File: config.mk
export PLATFORM = sky130hd
export DESIGN_NAME = name_pattern_decoder
export DESIGN_NICKNAME = d
export VERILOG_FILES = /design/src/rtl/pattern_pkg.sv /design/src/rtl/name_char_rom.sv /design/src/rtl/name_pattern_decoder.sv
export SDC_FILE = /design/constraint.sdc
export NUM_CORES = 1
export LEC_CHECK = 0
export CAP_MARGIN = 40
export CORE_MARGIN = 2
export CORE_UTILIZATION = 43
export DETAILED_ROUTE_END_ITERATION = 6
export GPL_TIMING_DRIVEN = 0
export PLACE_DENSITY_LB_ADDON = 0.1
export REMOVE_ABC_BUFFERS = 1
export SETUP_SLACK_MARGIN = 0.05
export SLEW_MARGIN = 5
export SYNTH_ARGS = -nofsm -noshare
export SYNTH_HDL_FRONTEND = slang
export SYNTH_HIERARCHICAL = 1
export SYNTH_SLANG_ARGS = --single-unit
File: constraint.sdc
create_clock -name CLK -period 2.6 [get_ports CLK]
set_input_delay 0.26 -clock CLK [delete_from_list [all_inputs] [get_ports CLK]]
set_output_delay 0.26 -clock CLK [all_outputs]
set_load 0.02 [all_outputs]
File: src/rtl/pattern_pkg.sv
// Shared constants for the "EHSAN HOSSEINZADEH" pattern generator/decoder pair:
// pattern ROM, sync characters and the decoder state encoding.
package pattern_pkg;

    localparam int unsigned PAT_LEN = 18;
    localparam int unsigned POS_W   = 5;

    typedef logic [POS_W-1:0] pos_t;
    typedef logic [6:0]       char_t;

    localparam char_t PAT_ROM [PAT_LEN] = '{
        7'h45, 7'h48, 7'h53, 7'h41, 7'h4E, 7'h20, 7'h48, 7'h4F, 7'h53,
        7'h53, 7'h45, 7'h49, 7'h4E, 7'h5A, 7'h41, 7'h44, 7'h45, 7'h48
    };

    // "EHS" only ever appears at indices 0..2 of the repeating stream
    localparam char_t SYNC_E = 7'h45;
    localparam char_t SYNC_H = 7'h48;
    localparam char_t SYNC_S = 7'h53;

    typedef enum logic [1:0] {
        StHunt,
        StSawE,
        StSawEh,
        StLocked
    } state_e;

    function automatic pos_t next_pos(pos_t p);
        return (p == pos_t'(PAT_LEN - 1)) ? '0 : p + pos_t'(1);
    endfunction

endpackage

File: src/rtl/name_char_rom.sv
// Combinational pattern ROM: position index to expected 7-bit ASCII character.
// Out-of-range indices return 0.
module name_char_rom
    import pattern_pkg::*;
(
    input  logic [POS_W-1:0] idx_i,
    output logic [6:0]       char_o
);

    always_comb begin
        char_o = '0;
        if (idx_i < pos_t'(PAT_LEN)) begin
            char_o = PAT_ROM[idx_i];
        end
    end

endmodule

File: src/rtl/name_pattern_decoder.sv
// Receive-side pattern decoder: hunts for "EHS", then tracks the one-hot position.
// Optional feature: PATTERN_ERRCNT_EN builds the saturating err_count register.
module name_pattern_decoder
    import pattern_pkg::*;
#(
    parameter int unsigned MAX_MISS = 3
) (
    input  logic               CLK,
    input  logic               RST_N,
    input  logic               ascii_valid,
    input  logic [6:0]         ascii,
    output logic [0:PAT_LEN-1] Q,
    output logic               locked,
    output logic               err,
    output logic               frame_done,
    output logic [7:0]         err_count
);

    state_e     state_q, state_d;
    pos_t       pos_q, pos_d;
    logic [3:0] miss_q, miss_d;
    logic       err_q, err_d;
    logic       frame_done_q, frame_done_d;

    pos_t  pos_nxt;
    char_t exp_char;
    logic  match;
    logic  lock_lost;

    assign pos_nxt   = next_pos(pos_q);
    assign match     = (ascii == exp_char);
    assign lock_lost = ((miss_q + 4'd1) >= 4'(MAX_MISS));

    name_char_rom u_rom (
        .idx_i  (pos_nxt),
        .char_o (exp_char)
    );

    always_ff @(posedge CLK or negedge RST_N) begin
        if (!RST_N) begin
            state_q      <= StHunt;
            pos_q        <= '0;
            miss_q       <= '0;
            err_q        <= 1'b0;
            frame_done_q <= 1'b0;
        end else begin
            state_q      <= state_d;
            pos_q        <= pos_d;
            miss_q       <= miss_d;
            err_q        <= err_d;
            frame_done_q <= frame_done_d;
        end
    end

    always_comb begin
        state_d = state_q;
        pos_d   = pos_q;
        miss_d  = miss_q;
        if (ascii_valid) begin
            unique case (state_q)
                StHunt: begin
                    if (ascii == SYNC_E) state_d = StSawE;
                end
                StSawE: begin
                    if (ascii == SYNC_H)      state_d = StSawEh;
                    else if (ascii == SYNC_E) state_d = StSawE;
                    else                      state_d = StHunt;
                end
                StSawEh: begin
                    if (ascii == SYNC_S) begin
                        state_d = StLocked;
                        pos_d   = pos_t'(2);
                        miss_d  = '0;
                    end else if (ascii == SYNC_E) begin
                        state_d = StSawE;
                    end else begin
                        state_d = StHunt;
                    end
                end
                StLocked: begin
                    pos_d = pos_nxt;
                    if (match) begin
                        miss_d = '0;
                    end else if (lock_lost) begin
                        state_d = StHunt;
                        pos_d   = '0;
                        miss_d  = '0;
                    end else begin
                        miss_d = miss_q + 4'd1;
                    end
                end
                default: state_d = StHunt;
            endcase
        end
    end

    always_comb begin
        err_d        = ascii_valid && (state_q == StLocked) && !match;
        frame_done_d = ascii_valid && (state_q == StLocked) && match
                       && (pos_nxt == pos_t'(PAT_LEN - 1));
    end

    always_comb begin
        Q = '0;
        if (state_q == StLocked) Q[pos_q] = 1'b1;
    end

    assign locked     = (state_q == StLocked);
    assign err        = err_q;
    assign frame_done = frame_done_q;

`ifdef PATTERN_ERRCNT_EN
    logic [7:0] err_count_q, err_count_d;

    always_comb begin
        err_count_d = err_count_q;
        if (err_d && (err_count_q != 8'hFF)) err_count_d = err_count_q + 8'd1;
    end

    // Survives loss of lock; only reset clears it
    always_ff @(posedge CLK or negedge RST_N) begin
        if (!RST_N) err_count_q <= '0;
        else        err_count_q <= err_count_d;
    end

    assign err_count = err_count_q;
`else
    assign err_count = '0;
`endif

endmodule

==> results.ini, run 1 <==
[sta]
timing.final.crit_share_pct=108
setup_viol=10
fin_skew_ns=0.00365
fmax_ghz=0.355
slew_headroom_pct=60.4
hold_viol=0
worst_slew_pin_slew_ns=0.592
drv_slew=0
rsz0062_at_grt=yes
min_period_ns=2.82
fin_ws_ns=-0.217

[detailed_routing]
viasPerCell=5.33
drtIter0Drc=59
drc_errors=0
avgRoutedWirePerCell_um=13.6
firstDrtPassIters=5
dr_total_vias=1396
ant_nets=0
wirelength_um=3570

[floorplanning]
initial_core_util_pct=45.1
die_height_um=60.6
fp-row-count=20
core-area_mm2=0.00305
dieArea_mm2=0.00367
die_w_um=60.6
io_pins=39

[setup_path]
endpoint_kind=flop
required_ns=2.78
path_max_fanout=5
path_class=flop to flop
arrival_ns=3.00
setup.worst_path.start_class=flop

[finish]
fin_util_pct=67.7
final_layout_size_suffix_gt1_share_pct=30.3
antenna_cells=0
final_nets=240
nFillCells=280
multiInputGateArea_mm2=0.00116
area_delta_synth_final_pct=50.0
layout.area.seq_um2=329

[yosys]
synth_common_cells=26 x nor2_1, 15 x nand2_1, 13 x dfrtp_1
syn-instance-count=172
yosys.cell_count.top_type=nor2_1
synth_seq_area_share_pct=23.6
async_flop_share_pct=100
yosysWarnings=6
yosysUniqueCellTypes=49
synth_compound_area_share_pct=14.9
yosysTopAreaCellShare_pct=23.6
synth_area_leaders=dfrtp_1 24%, ha_1 10%, nor2_1 7.1%, xor2_1 4.5%, buf_4 4.4%
yosysTopAreaCell=dfrtp_1
synthSimpleGateAreaFrac_pct=33.8
synth-xor-area-share_pct=5.72
yosys_register_bits=13
synth.avg_cell_area_um2=8.01
synth_area_mm2=0.00138
synth-adder-area-share_pct=9.99
synth_top_family_by_area=simple AND/OR/NAND/NOR gates
muxShareOfSynthArea_pct=2.27
synth_ff_type=dfrtp_1
synth_edf_count=0

[power]
ir_drop_uv=108
finalPower_uw=392
power_density_mw_per_mm2=190
p_leak_nw=0.834

[clock_tree]
clockBufferDepth=2
cts_root_buf=clkbuf_4
cts_tree=done
htreeDepth=1
cts_inserted_buffers=3
path_clk_slew_ns=0.08
cts_sinks=13
clk_latency_ns=0.27

[global_route]
grt-ovfl-total=0
grt_pass1_wl_um=5820
grt_util_all_layers_pct=20.4
grt_max_degree=16
grt_pass1_vias=1351
grt_antenna_before_repair=0

[job]
max_cap_viol_count=0

[placement]
io_buffer_count=30
place.gp.congestion=0.774
hpwl_um=2400

[hold_path]
hold_path_class=input port to async pin

[outcome]
status=complete, but fails checks
violations=negative setup slack

cell type report:
cell class | instances | share of cell area (%)
clock buffer | 4 | 1.27
inverter | 6 | 1.21
multi-input combinational | 144 | 56.2
sequential | 13 | 15.9
tap | 44 | 2.67
timing repair buffer | 51 | 22.7
sequential cells by signal, indices dropped and copies added (netlist names):
signal      flops
pos_q           5
state_q         2
err             1
miss_q          4
frame_done      1
layout by cell type, fill, tap and decap left out, types with 5 or more instances in the layout:
cell | Yosys | final
a21oi_1 | 8 | 6
nand2b_1 | 7 | 5
clkdlybuf4s50_1 | 0 | 30
nand2_1 | 15 | 15
buf_4 | 8 | 18
dfrtp_1 | 13 | 10
ha_4 | 0 | 7
nand3_1 | 6 | 6
xor2_1 | 7 | 7
nor2_1 | 26 | 21
conb_1 | 1 | 8
cells by family after synthesis:
group | count (synthesis)
muxes | 3
DFF | 13
other | 1
AOI/OAI and AO/OA | 28
buffers and inverters | 22
and+or+nand+nor | 85
adders and majority gates | 11
xor gates and xnor gates | 9
what timing repair did:
item,in CTS,in global routing
gates cloned,0,1
endpoints found under the setup margin,11,11
hold buffers,0,0
hold endpoints to repair,0,0
setup buffers,14,4
pin swaps,13,14
resized for setup,40,10
worst paths after layout:
kind	end	depth (start not counted)	start	slack, ns
max	miss_q[1]	13	pos_q[0]	-0.22
min	pos_q[4]	1	RST_N	0.36
max reg2reg	miss_q[1]	13	pos_q[0]	-0.22
min reg2reg	miss_q[2]	1	miss_q[2]	0.52
max in group asynchronous	pos_q[0]	1	RST_N	1.82
min in group CLK	miss_q[2]	1	miss_q[2]	0.52
where the power goes:
part           total (mW)  leakage (nW)  internal (mW)  switching (mW)
Clock               0.123        0.0150         0.0594          0.0638
Sequential          0.205         0.169          0.203         0.00148
Combinational      0.0646         0.650         0.0281          0.0365
worst max-delay path, stage by stage, from the launching register on:
cell	delay, ns
dfrtp_2	0.45
ha_4	0.17
and3_4	0.19
nor2_4	0.19
buf_6	0.14
ha_4	0.12
mux2i_1	0.05
or3_1	0.32
o211ai_1	0.11
xor2_1	0.21
nor4_2	0.08
and2_4	0.16
or3_4	0.37
o31ai_2	0.17
stage by stage:
| stage | setup WS (ns) | hold slack (ns) | setup TNS [ns] | instances | instance area [um^2] |
|---|---|---|---|---|---|
| 6_report | -0.217 | 0.359 | -1.18 | 262 | 2070 |
| 5_1_grt | -0.330 | 0.400 | -2.66 | 262 | 2070 |
| 4_1_cts | -0.226 | 0.361 | -1.16 | 257 | 1970 |
| 3_5_place_dp | -0.746 | 0.503 | -7.33 | 239 | 1660 |
| 3_3_place_gp | -0.668 | 0.488 | -6.56 | 237 | 1650 |
| 2_1_floorplan | -0.312 | -0.0356 | -2.14 | 163 | 1300 |
layer usage:
layer | track usage, % | up-vias | wire length [um]
met5 | 0 | - | 0
met4 | 5.90 | 0 | 20
met3 | 1.92 | 2 | 179
met2 | 37.2 | 52 | 1850
met1 | 25.4 | 665 | 1510
li1 | - | 677 | -
No activity file was read; power rests on OpenSTA's default activity.
==> run 2: changes to the inputs <==
--- a/config.mk
+++ b/config.mk
@@ -8,8 +8,8 @@
 export CAP_MARGIN = 40
 export CORE_MARGIN = 2
 export CORE_UTILIZATION = 43
+export CTS_CLUSTER_SIZE = 16
 export DETAILED_ROUTE_END_ITERATION = 6
-export GPL_TIMING_DRIVEN = 0
 export PLACE_DENSITY_LB_ADDON = 0.1
 export REMOVE_ABC_BUFFERS = 1
 export SETUP_SLACK_MARGIN = 0.05
==> results.ini, run 2 (same netlist as run 1, synthesis figures left out) <==
[outcome]
status=complete, but fails checks
violations=negative setup slack

[sta]
setup_viol=11  ; +1
setup_tns_ns=-1.37  ; -0.193 ns
rsz0062_at_grt=yes
fin_skew_ns=0.00436  ; +0.000702 ns
fmax_ghz=0.352  ; -0.73%
timing.final.crit_share_pct=109  ; +0.80 points
fin_ws_ns=-0.237  ; -0.0208 ns
min_period_ns=2.84  ; +0.0208 ns
slew_headroom_pct=64.0  ; +3.6 points
hold_viol=0  ; unchanged
worst_slew_pin_slew_ns=0.538  ; -0.0540 ns
drv_slew=0  ; unchanged

[setup_path]
path_max_fanout=5  ; unchanged
crit_family=simple AND/OR/NAND/NOR gates
r2r_end=miss_q[1]
cp-endpoint=miss_q[1]
rr_worst_depth=14  ; +1
worstSetupStartpoint=pos_q[0]
endpoint_kind=flop
critPathMaxStageDelay_ns=0.43  ; -0.02 ns
critPathBufInv=3  ; +2
rr_startpoint=pos_q[0]
path_class=flop to flop
arrival_ns=3.01  ; about the same
worst-path-stages=14  ; +1
slowest_stage=dfrtp_2
ff2ff_setup_slack_ns=-0.24  ; -0.02 ns
setup.worst_path.start_class=flop
required_ns=2.78  ; about the same
crit_chain=inv_2 -> ha_1 -> nor2b_1 -> buf_4 -> inv_4 -> ha_4 -> mux2i_1 -> or3_1 -> o211ai_1 -> xor2_1 -> nor4_2 -> and2_4 -> or3_4 -> o31ai_2

[global_route]
grt-ovfl-total=0  ; unchanged
grt_max_degree=14  ; -2
grt_antenna_before_repair=0  ; unchanged
grt_pass1_vias=1218  ; -9.8%
grt_util_all_layers_pct=19.1  ; -1.3 points
grt_pass1_wl_um=5470  ; -5.9%

[finish]
final_cell_area_mm2=0.00200  ; -3.1%
final_cell_mix=31 x buf_4, 30 x clkdlybuf4s50_1, 23 x nor2_1
antenna_cells=0  ; unchanged
area_delta_synth_final_pct=45.3
final_common_cell=buf_4
reg_top3=pos_q (5), miss_q (4), state_q (2)
largest-register=pos_q
nFillCells=280  ; unchanged
final_nets=250  ; +4.2%
fin_util_pct=65.6  ; -2.1 points
final_layout_size_suffix_gt1_share_pct=26.8  ; -3.5 points
largest_reg_flops=5  ; unchanged

[placement]
dp_slack_ns=-0.401  ; +0.344 ns
place.gp.congestion=0.830  ; +7.2%
dpl_cell_area_mm2=0.00188  ; +13%
hpwl_um=2690  ; +12%
io_buffer_count=30  ; unchanged

[floorplanning]
die_w_um=60.6  ; unchanged
core-area_mm2=0.00305  ; unchanged
dieArea_mm2=0.00367  ; unchanged
io_pins=39  ; unchanged
initial_core_util_pct=45.1  ; unchanged
die_height_um=60.6  ; unchanged
fp-row-count=20  ; unchanged

[detailed_routing]
avgRoutedWirePerCell_um=12.3  ; -9.4%
drtIter0Drc=39  ; -34%
viasPerCell=5.02  ; -5.8%
wirelength_um=3350  ; -6.0%
firstDrtPassIters=4  ; -1
dr_total_vias=1365  ; -2.2%
drc_errors=0  ; unchanged
ant_nets=0  ; unchanged

[power]
finalPower_uw=380  ; -3.1%
power.internal_uw=285  ; -1.8%
swShare_pct=24.9  ; -1.0 points
power_density_mw_per_mm2=190  ; about the same
clkPwrFrac_pct=30.6  ; -0.8 points
ir_drop_uv=120  ; +11%
power.net_switching_uw=94.7  ; -7.0%
seqPwrFrac_pct=53.9  ; +1.8 points
p_leak_nw=0.858  ; +2.9%
p_comb_share_pct=15.5  ; -1.0 points

[clock_tree]
cts_inserted_buffers=3  ; unchanged
cts_tree=done
cts_root_buf=clkbuf_4
htreeDepth=1  ; unchanged
clockBufferDepth=2  ; unchanged
clk_latency_ns=0.27  ; about the same
cts_sinks=13  ; unchanged
path_clk_slew_ns=0.08  ; about the same

[job]
max_cap_viol_count=0  ; unchanged

[hold_path]
hold_path_class=input port to async pin

run 2: through the flow:
stage          hold slack (ns)  cells
2_1_floorplan          -0.0356    163
3_3_place_gp             0.499    267
6_report                 0.340    272
3_5_place_dp             0.498    267
5_1_grt                  0.393    272
4_1_cts                  0.360    272
run 2: worst min path at each step:
stage / to / cells after the start
2_1_floorplan: err / 0
3_3_place_gp: miss_q[2] / 1
3_5_place_dp: miss_q[2] / 1
4_1_cts: miss_q[3] / 1
5_1_grt: miss_q[3] / 1
6_report: miss_q[3] / 1
run 2: routing by layer:
metal	global-route usage, %	wire length, um	part of all wire [%]	up-vias
li1	-	-	-	685
met3	2.35	137	4.1	2
met1	26.0	1450	43	642
met4	4.04	15	0.45	0
met2	32.6	1750	52	36
met5	0	0	0	-
run 2: what timing repair did:
| action | CTS | global route |
|---|---|---|
| resized for setup | 17 | 6 |
| pin swaps | 5 | 11 |
| endpoints found under the setup margin | 11 | 11 |
| hold buffers | 0 | 0 |
| endpoints found under the hold margin | 0 | 0 |
| cloned | 0 | 0 |
| setup buffers | 1 | 0 |
run 2: area by class of cell:
class | instances | area, um^2 | share of cell area (%)
well taps | 44 | 55.1 | 2.75
inverters | 6 | 25.0 | 1.25
repair buffers | 61 | 533 | 26.6
multi-input cells | 144 | 1030 | 51.7
clock inverters | 1 | 5.00 | 0.250
flip-flops and latches | 13 | 327 | 16.3
clock buffers | 3 | 22.5 | 1.13
run 2: power by group through the flow:
stage / Clock (mW) / Sequential (mW) / Combinational [mW]
final: 0.116 / 0.205 / 0.0590
after global routing: 0.126 / 0.205 / 0.0648
after CTS: 0.118 / 0.205 / 0.0590
after detailed placement: 0 / 0.209 / 0.0578
after global placement: 0 / 0.208 / 0.0565
after floorplan: 0 / 0.208 / 0.0280
==> run 3: changes to the inputs <==
--- a/config.mk
+++ b/config.mk
@@ -8,6 +8,7 @@
 export CAP_MARGIN = 40
 export CORE_MARGIN = 2
 export CORE_UTILIZATION = 43
+export CTS_CLUSTER_DIAMETER = 100
 export CTS_CLUSTER_SIZE = 16
 export DETAILED_ROUTE_END_ITERATION = 6
 export PLACE_DENSITY_LB_ADDON = 0.1
==> results of run 3 <==
Final layout, timing and power as in run 2 (identical DEF).
